`config.mk`:
```
export PLATFORM = sky130hd
export DESIGN_NAME = fetch_sequencer_flat
export DESIGN_NICKNAME = d
export VERILOG_FILES = /design/src/rtl/fetch_sequencer_if.sv /design/src/rtl/fetch_sequencer.sv /design/src/flat_wrapper.sv
export SDC_FILE = /design/constraint.sdc
export NUM_CORES = 1
export LEC_CHECK = 0
export ABC_CLOCK_PERIOD_IN_PS = 8830
export BUFFER_PORTS_ARGS = -buffer_cell sky130_fd_sc_hd__buf_2
export CAP_MARGIN = 15
export CORE_MARGIN = 1
export CORE_UTILIZATION = 30
export CTS_CLUSTER_SIZE = 24
export DETAILED_ROUTE_END_ITERATION = 7
export GPL_ROUTABILITY_DRIVEN = 0
export GPL_TIMING_DRIVEN = 0
export PLACE_DENSITY = 0.57
export SLEW_MARGIN = 20
export SYNTH_ARGS = -nofsm -noshare
export SYNTH_HDL_FRONTEND = slang
export SYNTH_SLANG_ARGS = --single-unit
```
`constraint.sdc`:
```
create_clock -name clk -period 8.83 [get_ports clk]
set_input_delay 0.4415 -clock clk [delete_from_list [all_inputs] [get_ports clk]]
set_output_delay 0.4415 -clock clk [all_outputs]
set_load 0.03 [all_outputs]
```
`src/rtl/fetch_sequencer_if.sv`:
```
// Bundles the instruction-memory handshake, decode handshake and fetch control
// signals used by fetch_sequencer.
interface fetch_sequencer_if;
  logic        en;
  logic        redirect_valid;
  logic [31:0] redirect_pc;
  logic        imem_req_valid;
  logic [31:0] imem_req_addr;
  logic        imem_req_ready;
  logic        imem_rsp_valid;
  logic [31:0] imem_rsp_data;
  logic        inst_valid;
  logic [31:0] inst_pc;
  logic [31:0] inst_data;
  logic        inst_ready;
  logic        busy;

  modport slave (
    input  en, redirect_valid, redirect_pc, imem_req_ready, imem_rsp_valid,
           imem_rsp_data, inst_ready,
    output imem_req_valid, imem_req_addr, inst_valid, inst_pc, inst_data, busy
  );

  modport master (
    output en, redirect_valid, redirect_pc, imem_req_ready, imem_rsp_valid,
           imem_rsp_data, inst_ready,
    input  imem_req_valid, imem_req_addr, inst_valid, inst_pc, inst_data, busy
  );
endinterface

```
`src/rtl/fetch_sequencer.sv`:
```
// PC sequencer for a variable-latency instruction memory with one outstanding
// request, redirect handling and a 2-entry {pc, instruction} buffer to decode.
module fetch_sequencer #(
  parameter logic [31:0] RESET_PC  = 32'h0000_0000,
  parameter int          BUF_DEPTH = 2
) (
  input logic              clk,
  input logic              rst,
  fetch_sequencer_if.slave bus
);

  localparam logic [1:0] IDLE = 2'd0;
  localparam logic [1:0] REQ  = 2'd1;
  localparam logic [1:0] WAIT = 2'd2;
  localparam logic [1:0] FULL = 2'(BUF_DEPTH);

  logic [1:0]  state, stateNext;
  logic [31:0] fetchPc, reqPc, redirectTarget;
  logic        drop;
  logic [1:0]  count, countNext;
  logic [31:0] headPc, headData, tailPc, tailData;
  logic        handshake, rspTaken, push, pop, space;

  assign redirectTarget = bus.redirect_pc & 32'hFFFF_FFFC;
  assign handshake      = (state == REQ) & bus.imem_req_ready;
  assign rspTaken       = (state == WAIT) & bus.imem_rsp_valid;
  assign push           = rspTaken & ~drop & ~bus.redirect_valid;
  assign pop            = (count != 2'd0) & bus.inst_ready & ~bus.redirect_valid;

  // Occupancy after this cycle; includes an incoming push so a request is never
  // issued without a free slot for its response.
  always_comb begin
    countNext = count;
    if (bus.redirect_valid)
      countNext = 2'd0;
    else if (push && !pop)
      countNext = count + 2'd1;
    else if (pop && !push)
      countNext = count - 2'd1;
  end

  assign space = (countNext < FULL);

  always_comb begin
    stateNext = state;
    case (state)
      IDLE: if (!bus.redirect_valid && bus.en && space) stateNext = REQ;
      REQ: begin
        if (handshake)
          stateNext = WAIT;
        else if (!bus.en)
          stateNext = IDLE;
      end
      WAIT: if (rspTaken) stateNext = (bus.en && space) ? REQ : IDLE;
      default: stateNext = IDLE;
    endcase
  end

  // Redirect wins over +4; drop marks the in-flight response as stale.
  always_ff @(posedge clk or posedge rst) begin
    if (rst) begin
      state   <= IDLE;
      fetchPc <= RESET_PC;
      reqPc   <= 32'h0;
      drop    <= 1'b0;
    end else begin
      state <= stateNext;
      if (bus.redirect_valid)
        fetchPc <= redirectTarget;
      else if (handshake)
        fetchPc <= fetchPc + 32'd4;
      if (handshake) begin
        reqPc <= fetchPc;
        drop  <= bus.redirect_valid;
      end else if (rspTaken) begin
        drop <= 1'b0;
      end else if (state == WAIT && bus.redirect_valid) begin
        drop <= 1'b1;
      end
    end
  end

  always_ff @(posedge clk or posedge rst) begin
    if (rst) begin
      count    <= 2'd0;
      headPc   <= 32'h0;
      headData <= 32'h0;
      tailPc   <= 32'h0;
      tailData <= 32'h0;
    end else begin
      count <= countNext;
      if (push && (count == 2'd0 || (count == 2'd1 && pop))) begin
        headPc   <= reqPc;
        headData <= bus.imem_rsp_data;
      end else if (pop) begin
        headPc   <= tailPc;
        headData <= tailData;
      end
      if (push && ((count == 2'd1 && !pop) || (count == 2'd2 && pop))) begin
        tailPc   <= reqPc;
        tailData <= bus.imem_rsp_data;
      end
    end
  end

  assign bus.imem_req_valid = (state == REQ);
  assign bus.imem_req_addr  = fetchPc;
  assign bus.inst_valid     = (count != 2'd0);
  assign bus.inst_pc        = headPc;
  assign bus.inst_data      = headData;
  assign bus.busy           = (state != IDLE);

endmodule
```
`src/flat_wrapper.sv`:
```
// flat-port wrapper written by rule: the top's interface ports become plain ports
module fetch_sequencer_flat 
#(
  parameter logic [31:0] RESET_PC  = 32'h0000_0000,
  parameter int          BUF_DEPTH = 2
)
  (clk, rst, bus_en, bus_redirect_valid, bus_redirect_pc, bus_imem_req_ready, bus_imem_rsp_valid, bus_imem_rsp_data, bus_inst_ready, bus_imem_req_valid, bus_imem_req_addr, bus_inst_valid, bus_inst_pc, bus_inst_data, bus_busy);
  fetch_sequencer_if bus_i ();
  input logic clk;
  input logic rst;
  input wire logic [$bits(bus_i.en)-1:0] bus_en;
  input wire logic [$bits(bus_i.redirect_valid)-1:0] bus_redirect_valid;
  input wire logic [$bits(bus_i.redirect_pc)-1:0] bus_redirect_pc;
  input wire logic [$bits(bus_i.imem_req_ready)-1:0] bus_imem_req_ready;
  input wire logic [$bits(bus_i.imem_rsp_valid)-1:0] bus_imem_rsp_valid;
  input wire logic [$bits(bus_i.imem_rsp_data)-1:0] bus_imem_rsp_data;
  input wire logic [$bits(bus_i.inst_ready)-1:0] bus_inst_ready;
  output wire logic [$bits(bus_i.imem_req_valid)-1:0] bus_imem_req_valid;
  output wire logic [$bits(bus_i.imem_req_addr)-1:0] bus_imem_req_addr;
  output wire logic [$bits(bus_i.inst_valid)-1:0] bus_inst_valid;
  output wire logic [$bits(bus_i.inst_pc)-1:0] bus_inst_pc;
  output wire logic [$bits(bus_i.inst_data)-1:0] bus_inst_data;
  output wire logic [$bits(bus_i.busy)-1:0] bus_busy;
  assign bus_i.en = bus_en;
  assign bus_i.redirect_valid = bus_redirect_valid;
  assign bus_i.redirect_pc = bus_redirect_pc;
  assign bus_i.imem_req_ready = bus_imem_req_ready;
  assign bus_i.imem_rsp_valid = bus_imem_rsp_valid;
  assign bus_i.imem_rsp_data = bus_imem_rsp_data;
  assign bus_i.inst_ready = bus_inst_ready;
  assign bus_imem_req_valid = bus_i.imem_req_valid;
  assign bus_imem_req_addr = bus_i.imem_req_addr;
  assign bus_inst_valid = bus_i.inst_valid;
  assign bus_inst_pc = bus_i.inst_pc;
  assign bus_inst_data = bus_i.inst_data;
  assign bus_busy = bus_i.busy;
  fetch_sequencer #(.RESET_PC(RESET_PC), .BUF_DEPTH(BUF_DEPTH)) u_core (.clk(clk), .rst(rst), .bus(bus_i));
endmodule
```
==> results.json <==
{
  "outcome": "finished clean",
  "antennaDiodeCount": 0,
  "mostFrequentLayoutCell": "dfrtp_1",
  "start_kind": "register",
  "drv_cap": 0,
  "hold_violations": 0,
  "overflow": 0,
  "cp-startpoint": "u_core.count[1]",
  "htreeDepth": 4,
  "crit_required_ns": 9.15,
  "cts-root-buf": "clkbuf_16",
  "antenna_found_initial": 0,
  "core_area_mm2": 0.0278,
  "synth_edf_count": 0,
  "synth_seq_cells": 189,
  "vdd_drop_max_uv": 132,
  "reg2reg_slack_ns": 6.09,
  "r2r_start": "u_core.count[1]",
  "p_per_area_mw_per_mm2": 283,
  "cts_hold_buf": 0,
  "first_pass_iters": 5,
  "cts_buffers": 17,
  "grt_use_total_pct": 17.0,
  "intPower_mw": 1.79,
  "drt_iter0_drc": 428,
  "fin_crit_sh_pct": 31.0,
  "clkLatencyLatePin_ns": 0.43,
  "end_kind": "register",
  "slew_headroom_pct": 37.6,
  "wire_per_inst_um": 17.4,
  "power.static_leakage_nw": 4.84,
  "syn_area_mm2": 0.00847,
  "path_class": "reg -> reg",
  "fin_nets": 1042,
  "period_minus_slack_ns": 2.74,
  "synthArstFlopShare_pct": 100,
  "grt_pass1_vias": 6500,
  "clk_path_buf_depth": 2,
  "fmax_mhz": 365,
  "ys_types": 45,
  "syn_avg_cell_area_um2": 10.9,
  "dp_hpwl_mm": 16.4,
  "clkTransAtPathRegs_ns": 0.08,
  "final-max-slew-violation-count": 0,
  "nFillCells": 2855,
  "syn2layout_area_growth_pct": 22.9,
  "crit_arrival_ns": 3.05,
  "rows": 61,
  "cts_tree": "yes",
  "dp_cells": 1326,
  "start_util_pct": 30.5,
  "pin_count": 170,
  "switching_share_pct": 39.1,
  "stdcell_count": 1358,
  "portBuffers": 163,
  "worstMarginPinSlew_ns": 0.931,
  "synth_warnings": 0,
  "power_frac_comb_pct": 29.9,
  "dieArea_mm2": 0.0289,
  "viasPerCell": 4.84,
  "tns_ns": 0,
  "grt_pass1_wl_mm": 37.6,
  "setup_violations": 0,
  "layout_common_cells": "dfrtp_1 (189), buf_2 (178), nand2_1 (174)",
  "die_h_um": 170,
  "clkPwrFrac_pct": 25.9,
  "r2r_cells": 7,
  "drive_gt1_share_pct": 29.9,
  "routed_wl_mm": 23.7,
  "r2r_end": "u_core.tailPc[22]",
  "numClockSinks": 189,
  "fin_skew_ns": 0.0142,
  "grt_max_degree": 79,
  "synth_flop_cell": "dfrtp_1",
  "drc": 0,
  "power_frac_seq_pct": 44.3,
  "hp-class": "in -> async",
  "synth_seq_area_share_pct": 55.8,
  "netlist_instances": 780,
  "ant_nets": 0,
  "ctsResizeCount": 0,
  "p_switching_mw": 1.15,
  "die_w_um": 170,
  "cp_max_fo": 10,
  "post_cts.repair.setup_buffers": 0,
  "cp-endpoint": "u_core.tailPc[22]",
  "vias": 6569,
  "rsz0062_at_grt": "false"
}
[cell type report]
cell class / count / area, um2 / area share [%]
Sequential cell: 189 / 4730 / 45.4
Multi-Input combinational cell: 535 / 3450 / 33.2
Timing Repair Buffer: 165 / 871 / 8.37
Tap cell: 378 / 473 / 4.54
Clock inverter: 14 / 149 / 1.43
Buffer: 51 / 268 / 2.57
Inverter: 8 / 37.5 / 0.361
Clock buffer: 18 / 429 / 4.12
[worst max-delay path: stages (launching register included)]
cell and delay (ns):
dfrtp_1 0.39, inv_1 0.09, ha_1 0.23, nor3b_2 0.33
mux2i_1 0.13, nor3_2 0.71, buf_4 0.37, mux2_2 0.36
[worst min-delay path by stage]
| stage | depth (start not counted) | to | startpoint |
|---|---|---|---|
| after floorplan | 1 | u_core.tailData[17] | u_core.tailData[17] |
| after global placement | 1 | u_core.tailPc[15] | u_core.tailPc[15] |
| after detailed placement | 2 | u_core.bus.inst_data[20] | rst |
| after CTS | 2 | u_core.tailData[16] | rst |
| after global routing | 2 | u_core.tailData[16] | rst |
| final | 2 | u_core.tailData[16] | rst |
[state kept, by name (all words and copies together), names as in the netlist, 2 cells and up]
register	count
u_core.count	2
u_core.state	2
u_core.reqPc	30
u_core.tailPc	30
u_core.bus.inst_data	32
u_core.tailData	32
u_core.bus.imem_req_addr	30
u_core.bus.inst_pc	30
[power by group through the flow]
stage | sequential [mW] | combinational [mW] | clock [mW]
floorplan | 1.57 | 0.317 | 0
global placement | 1.31 | 0.872 | 0
detailed placement | 1.32 | 0.888 | 0
CTS | 1.30 | 0.891 | 0.782
global route | 1.34 | 0.965 | 0.818
finish | 1.30 | 0.878 | 0.761
[cells by family after synthesis]
group,synth area share [%]
XOR/XNOR,1.14
adder cells (fa/ha/maj),0.591
AO/OA/AOI/OAI,8.15
AND/OR/NAND/NOR,14.8
flip-flops,55.8
other,0.0443
buffers and inverters,3.52
multiplexers,15.9
[synthesized netlist by cell type (2+ instances only)]
master / count / area share, %
mux2_1: 4 / 0.53
xnor2_1: 3 / 0.31
o211ai_1: 2 / 0.18
o21ai_0: 76 / 4.5
o21ai_1: 5 / 0.30
mux2_2: 58 / 7.7
and3_1: 2 / 0.15
nand2_1: 174 / 7.7
and3b_1: 2 / 0.21
mux2i_1: 65 / 7.7
nor2b_1: 5 / 0.37
buf_2: 15 / 0.89
nand3_1: 15 / 0.89
nand4_1: 7 / 0.52
nand4_2: 3 / 0.44
buf_4: 13 / 1.2
dfrtp_1: 189 / 56
nor3_2: 2 / 0.24
a21oi_1: 3 / 0.18
or4_1: 17 / 1.5
xor2_1: 8 / 0.83
and4_1: 4 / 0.41
a31oi_1: 17 / 1.3
nor2_1: 19 / 0.84
clkbuf_1: 21 / 0.93
inv_1: 7 / 0.31
and2_1: 6 / 0.44
or3_1: 4 / 0.30
o31ai_1: 15 / 1.3
ha_1: 4 / 0.59
[per-layer routing]
layer	vias up	global-route usage [%]	share of wire (%)	wire [um]
met2	185	26.2	46	10800
met5	-	0	0	0
met1	3281	24.1	48	11300
met3	17	3.79	5.6	1330
met4	0	3.84	0.86	204
li1	3086	-	-	-
[metrics by stage]
step	hold slack [ns]	area [um2]	total power [mW]	worst slack [ns]	util (%)
after floorplan	0.458	8480	1.89	3.25	-
after global placement	0.469	9770	2.18	0.798	35.2
after detailed placement	0.479	9830	2.21	6.05	35.4
after CTS	0.00775	10400	2.98	6.03	37.5
after global routing	0.0265	10400	3.12	5.82	37.5
final	0.0108	10400	2.94	6.09	37.5
No activity file was read; power rests on OpenSTA's default activity.
